## src/rtl/primechk_if.sv

```systemverilog
// Host/responder handshake bundle for the primality tester.
// The host drives go/n; the responder returns ready/error/is_prime/res.
interface primechk_if #(
    parameter int WIDTH_LOG = 4
);
    localparam int W = 1 << WIDTH_LOG;

    logic         go;
    logic [W-1:0] n;
    logic         ready;
    logic         error;
    logic         is_prime;
    logic [W-1:0] res;

    modport master (
        output go,
        output n,
        input  ready,
        input  error,
        input  is_prime,
        input  res
    );

    modport slave (
        input  go,
        input  n,
        output ready,
        output error,
        output is_prime,
        output res
    );
endinterface

```

## src/rtl/primechk.sv

```systemverilog
// Primality tester: odd trial division with a bit-serial restoring divider.
// Reports is_prime and the smallest factor >1 (n itself when prime, 0 when n<2).
// Trial divisors run d = 3, 5, 7, ... while d*d <= n; d*d is tracked
// incrementally in sq so no multiplier is needed.
module primechk #(
    parameter int WIDTH_LOG = 4
) (
    input  logic       clk,
    input  logic       rst,
    primechk_if.slave  bus
);
    localparam int W = 1 << WIDTH_LOG;

    typedef enum logic [2:0] {
        IDLE  = 3'd0,
        CHECK = 3'd1,
        TEST  = 3'd2,
        DIV   = 3'd3,
        REM   = 3'd4
    } state_t;

    state_t               state;
    state_t               state_next;

    // Control / result registers (reset)
    logic                 ready;
    logic                 ready_next;
    logic                 error;
    logic                 error_next;
    logic                 is_prime;
    logic                 is_prime_next;
    logic [W-1:0]         res;
    logic [W-1:0]         res_next;

    // Datapath registers (not reset; always loaded before use)
    logic [W-1:0]         n_r;
    logic [W-1:0]         n_next;
    logic [W-1:0]         d;
    logic [W-1:0]         d_next;
    logic [2*W-1:0]       sq;
    logic [2*W-1:0]       sq_next;
    logic [W:0]           rem;
    logic [W:0]           rem_next;
    logic [WIDTH_LOG-1:0] cnt;
    logic [WIDTH_LOG-1:0] cnt_next;

    // Partial remainder after shifting in the current dividend bit
    logic [W:0]           rem_shift;

    assign bus.ready    = ready;
    assign bus.error    = error;
    assign bus.is_prime = is_prime;
    assign bus.res      = res;

    // Next-state, datapath and result logic; everything holds by default
    always_comb begin
        state_next    = state;
        ready_next    = ready;
        is_prime_next = is_prime;
        res_next      = res;
        n_next        = n_r;
        d_next        = d;
        sq_next       = sq;
        rem_next      = rem;
        cnt_next      = cnt;

        // A go seen while busy is a protocol error; it sticks until rst
        error_next    = error | (bus.go & ~ready);

        rem_shift     = {rem[W-1:0], n_r[cnt]};

        case (state)
            IDLE: begin
                if (bus.go && ready && !error) begin
                    n_next     = bus.n;
                    ready_next = 1'b0;
                    state_next = CHECK;
                end
            end

            CHECK: begin
                if (n_r < W'(2)) begin
                    res_next      = '0;
                    is_prime_next = 1'b0;
                    ready_next    = 1'b1;
                    state_next    = IDLE;
                end else if (n_r == W'(2)) begin
                    res_next      = W'(2);
                    is_prime_next = 1'b1;
                    ready_next    = 1'b1;
                    state_next    = IDLE;
                end else if (!n_r[0]) begin
                    res_next      = W'(2);
                    is_prime_next = 1'b0;
                    ready_next    = 1'b1;
                    state_next    = IDLE;
                end else begin
                    d_next        = W'(3);
                    sq_next       = (2*W)'(9);
                    state_next    = TEST;
                end
            end

            TEST: begin
                // Once d*d exceeds n no factor remains to be found
                if (sq > {{W{1'b0}}, n_r}) begin
                    res_next      = n_r;
                    is_prime_next = 1'b1;
                    ready_next    = 1'b1;
                    state_next    = IDLE;
                end else begin
                    rem_next      = '0;
                    cnt_next      = WIDTH_LOG'(W - 1);
                    state_next    = DIV;
                end
            end

            DIV: begin
                // One restoring-division step per cycle, MSB first
                if (rem_shift >= {1'b0, d}) begin
                    rem_next = rem_shift - {1'b0, d};
                end else begin
                    rem_next = rem_shift;
                end
                cnt_next = cnt - WIDTH_LOG'(1);
                if (cnt == '0) begin
                    state_next = REM;
                end
            end

            REM: begin
                if (rem == '0) begin
                    res_next      = d;
                    is_prime_next = 1'b0;
                    ready_next    = 1'b1;
                    state_next    = IDLE;
                end else begin
                    // (d+2)^2 = d^2 + 4d + 4, computed from the old d
                    sq_next    = sq + {{(W-2){1'b0}}, d, 2'b00} + (2*W)'(4);
                    d_next     = d + W'(2);
                    state_next = TEST;
                end
            end

            default: begin
                state_next = IDLE;
            end
        endcase
    end

    // State and control/result registers with synchronous reset
    always_ff @(posedge clk) begin
        if (rst) begin
            state    <= IDLE;
            ready    <= 1'b1;
            error    <= 1'b0;
            is_prime <= 1'b0;
            res      <= '0;
        end else begin
            state    <= state_next;
            ready    <= ready_next;
            error    <= error_next;
            is_prime <= is_prime_next;
            res      <= res_next;
        end
    end

    // Datapath registers; a reset abandons them and they reload on the next go
    always_ff @(posedge clk) begin
        n_r <= n_next;
        d   <= d_next;
        sq  <= sq_next;
        rem <= rem_next;
        cnt <= cnt_next;
    end
endmodule

```

## src/flat_wrapper.sv

```systemverilog
// flat-port wrapper written by rule: the top's interface ports become plain ports
module primechk_flat 
#(
    parameter int WIDTH_LOG = 4
)
  (clk, rst, bus_go, bus_n, bus_ready, bus_error, bus_is_prime, bus_res);
  primechk_if #(.WIDTH_LOG(WIDTH_LOG)) bus_i ();
  input  logic clk;
  input  logic rst;
  input wire logic [$bits(bus_i.go)-1:0] bus_go;
  input wire logic [$bits(bus_i.n)-1:0] bus_n;
  output wire logic [$bits(bus_i.ready)-1:0] bus_ready;
  output wire logic [$bits(bus_i.error)-1:0] bus_error;
  output wire logic [$bits(bus_i.is_prime)-1:0] bus_is_prime;
  output wire logic [$bits(bus_i.res)-1:0] bus_res;
  assign bus_i.go = bus_go;
  assign bus_i.n = bus_n;
  assign bus_ready = bus_i.ready;
  assign bus_error = bus_i.error;
  assign bus_is_prime = bus_i.is_prime;
  assign bus_res = bus_i.res;
  primechk #(.WIDTH_LOG(WIDTH_LOG)) u_core (.clk(clk), .rst(rst), .bus(bus_i));
endmodule
```

## config.mk

```make
export PLATFORM = sky130hd
export DESIGN_NAME = primechk_flat
export DESIGN_NICKNAME = d
export VERILOG_FILES = /design/src/rtl/primechk_if.sv /design/src/rtl/primechk.sv /design/src/flat_wrapper.sv
export SDC_FILE = /design/constraint.sdc
export NUM_CORES = 1
export LEC_CHECK = 0
export ABC_AREA = 1
export BUFFER_PORTS_ARGS = -buffer_cell sky130_fd_sc_hd__clkbuf_2
export CAP_MARGIN = 15
export CORE_ASPECT_RATIO = 1.25
export CORE_UTILIZATION = 58
export CTS_BUF_LIST = sky130_fd_sc_hd__clkbuf_4 sky130_fd_sc_hd__clkbuf_8
export DETAILED_ROUTE_END_ITERATION = 8
export PLACE_DENSITY = 0.86
export SYNTH_ARGS = -nofsm -noshare
export SYNTH_HDL_FRONTEND = slang
export SYNTH_SLANG_ARGS = --single-unit
```

## constraint.sdc

```tcl
create_clock -name clk -period 2.6 [get_ports clk]
set_clock_uncertainty 0.05 [all_clocks]
set_input_delay 0 -clock clk [delete_from_list [all_inputs] [get_ports clk]]
set_output_delay 0 -clock clk [all_outputs]
set_load 0.03 [all_outputs]
```

==> results.ini <==
[outcome]
outcome = finished, violations left
violations_in_the_final_reports = negative setup slack

[timing]
grt_setup_unrepaired = true
finalSetupViolCount = 54
postLayoutSetupSlackWorst_ps = -261
timing.slew.headroom_pct = 53.9
final_max_slew_viol_count = 0
worst_slew_pin_slew_ps = 686
period_needed_ps = 2860
maxClockFrequency_ghz = 0.350
layout_worst_path_cycle_share_pct = 110
finalHoldViolCount = 0

[worst_setup_path]
worstPathMaxFanout = 33
data_required_time_at_the_worst_endpoint_ps = 2860
setup.worst_path.start_class = flip-flop
worstSetupEndpointType = flip-flop
crit_type = reg -> reg
worst-endpoint-arrival_ps = 3130
ff_to_ff_path_depth = 17

[synth]
mappedNetlistArea_sq_mm = 0.00707
synth_sequential_area_ratio_pct = 40.6
syn_inst = 865
synth-edff-count = 81
postSynth.topFlopCell = sky130_fd_sc_hd__edfxtp_1
syn_nets = 947
synth_seq_cells = 103
syn-mean-instance-area_sq_um = 8.17
synth_cell_types = 51
ys_warn_count = 0
async_reset_ff_share_pct = 0

[floorplan]
die_y_um = 125
floorplan.io_pins = 38
core_region_area_sq_mm = 0.0117
rows = 44
floorplan.initialDensity_pct = 60.3
dieArea_sq_mm = 0.0126
die_width_um = 101

[detailed_routing]
residual_drc = 0
vias_per_cell = 6.21
drt_wl_total_um = 21300
detail_route.iter0.violations = 749
num_vias = 7097
dr.pass1.iters = 5
number_of_routed_nets_with_antenna_violations = 0
wire_per_inst_um = 18.7

[clock_network]
cts.sink_count = 103
clock_tree.htree_level_count = 3
root_buffer = sky130_fd_sc_hd__clkbuf_8
numCtsBuffers = 9
cts_tree = yes
cts.reportedPaths.clkPinSlew_ps = 110
insertion_delay_ps = 390
cts-root-to-sink-buffers = 2

[final_layout]
final_layout_size_suffix_gt1_share_pct = 22.3
num_antenna_cells = 0
area.growth.synth_to_final_pct = 22.9
num-fill-cells = 709
utilization_pct = 74.1
nets = 1058

[power_and_ir_drop]
worst_ir_drop_vdd_v = 0.000797
static_leakage_nw = 3.77
powerDensity_mw_per_mm2 = 720

[hold_path]
min_path_cells = 2
min-delay-path-class = in -> reg

[run]
cap_violations = 0

[grt]
grtUsageTotal_pct = 30.9
global_route.overflow_total = 0
grt_max_degree = 45
grt_antenna_before_repair = 0
first_global_vias = 6575
global_route_wire_length_before_repair_um = 30300

[placed_design]
gp_congestion = 0.943
place.detailed.hpwl_um = 12900
preCtsSetupSlack_ps = -13.0
place.port_buffers = 37

-- layer usage --
metal	global-route usage [%]	vias up	part of all wire, %
li1	-	3219	-
met1	35.2	3237	35
met2	55.6	498	49
met3	4.47	143	8.2
met4	15.5	0	7.1
met5	0	-	0
-- flip-flops by register name, indices dropped and copies added, names as in the netlist --
signal and flops:
u_core.rem 17, u_core.d 15, u_core.bus.error 1, u_core.n_r 16, u_core.bus.is_prime 1, u_core.bus.res 16
u_core.state 3, u_core.bus.ready 1, u_core.cnt 4, u_core.sq 29
-- kinds of logic (layout without fill, tap and decap cells) --
logic type | Yosys count | count (layout) | share of synthesized area (%)
adders and majority gates | 63 | 63 | 11.4
AOI/OAI and AO/OA | 200 | 200 | 16.1
buffers and inverters | 129 | 245 | 7.66
DFF | 103 | 103 | 40.6
and+or+nand+nor | 357 | 357 | 22.7
xor gates and xnor gates | 13 | 13 | 1.61
-- worst max-delay path, stage by stage (launching register included) --
cell                       delay [ps]
sky130_fd_sc_hd__edfxtp_1         340
sky130_fd_sc_hd__inv_1             80
sky130_fd_sc_hd__buf_4            160
sky130_fd_sc_hd__ha_1             290
sky130_fd_sc_hd__nand2_1          100
sky130_fd_sc_hd__nor2_2           200
sky130_fd_sc_hd__nand2_1          110
sky130_fd_sc_hd__o211ai_1         140
sky130_fd_sc_hd__nand2_1          210
sky130_fd_sc_hd__nand2_1          180
sky130_fd_sc_hd__a21oi_4           90
sky130_fd_sc_hd__nand2_2          100
sky130_fd_sc_hd__nand2_2           80
sky130_fd_sc_hd__nor2_4           170
sky130_fd_sc_hd__inv_8            110
sky130_fd_sc_hd__nand2_1          110
sky130_fd_sc_hd__nand2_1           80
sky130_fd_sc_hd__nor2_1           190
-- metrics by stage --
step                      setup TNS (ps)  power, W  hold WS [ps]  cell area [sq um]  cells
after detailed placement           -19.8   0.00470           129               7690   1088
after CTS                          -11.9   0.00576           270               8100   1123
after floorplan                        0   0.00404          19.1               7070    865
final                              -4490   0.00626           267               8690   1142
after global routing               -9710   0.00655           275               8690   1142
after global placement                 0   0.00463           127               7690   1088
-- layout by cell type (no fill, tap or decap), drive strengths merged, types with 3 or more instances in the layout --
cell type / synthesis / routed
inv: 108 / 109
o21a: 10 / 10
ha: 61 / 61
a21o: 6 / 6
dfxtp: 22 / 22
nand2: 158 / 158
xor2: 6 / 6
nand4: 14 / 14
edfxtp: 81 / 81
nor4: 8 / 8
o21ai: 59 / 59
nor2: 102 / 102
nor3: 22 / 22
o31ai: 3 / 3
clkbuf: 9 / 47
o211ai: 3 / 3
buf: 12 / 65
clkinv: 0 / 4
a21oi: 91 / 91
nand3: 45 / 45
o22ai: 14 / 14
dlygate4sd3: 0 / 18
xnor2: 7 / 7
a31oi: 6 / 6
-- path summary, 6_finish.rpt --
kind	from	slack, ps	to
max	u_core.n_r[7]$_DFFE_PP_	-260	u_core.bus.res[8]$_SDFFE_PP0P_
min	bus_n[2]	270	u_core.n_r[2]$_DFFE_PP_
max reg2reg	u_core.n_r[7]$_DFFE_PP_	-260	u_core.bus.res[8]$_SDFFE_PP0P_
min reg2reg	u_core.bus.res[0]$_SDFFE_PP0P_	470	u_core.bus.res[0]$_SDFFE_PP0P_
-- where the power goes --
group / switching (W) / internal (W)
combinational: 0.00188 / 0.000999
clock: 0.000615 / 0.000449
sequential: 0.000212 / 0.00210
total: 0.00270 / 0.00355
-- area by class of cell --
type	instances	area (sq um)	share of cell area, %
tap	161	201	2.32
inverter	108	415	4.78
multi-input combinational	633	4080	47.0
clock inverter	7	72.6	0.835
sequential	103	2870	33.1
timing repair buffer	121	922	10.6
clock buffer	9	124	1.43
-- cell usage after synthesis, drive strengths merged (3+ instances only) --
cell type / n / share of area (%)
a21o: 6 / 0.64
a21oi: 91 / 6.5
a31oi: 6 / 0.53
buf: 12 / 1.4
clkbuf: 9 / 0.48
dfxtp: 22 / 6.2
edfxtp: 81 / 34
ha: 61 / 11
inv: 108 / 5.8
nand2: 158 / 8.6
nand3: 45 / 3.5
nand4: 14 / 1.2
nor2: 102 / 5.7
nor3: 22 / 1.9
nor4: 8 / 0.88
o211ai: 3 / 0.32
o21a: 10 / 1.1
o21ai: 59 / 4.4
o22ai: 14 / 1.2
o31ai: 3 / 0.32
xnor2: 7 / 0.87
xor2: 6 / 0.74
-- repair_timing --
action | in CTS | in global routing
gates cloned | 0 | 2
setup endpoints to repair | 18 | 48
buffers inserted | 1 | 17
hold buffers | 18 | 0
hold endpoints to repair | 19 | 0
resized for setup | 6 | 83
pin swaps | 0 | 17
No activity file was read; power rests on OpenSTA's default activity.
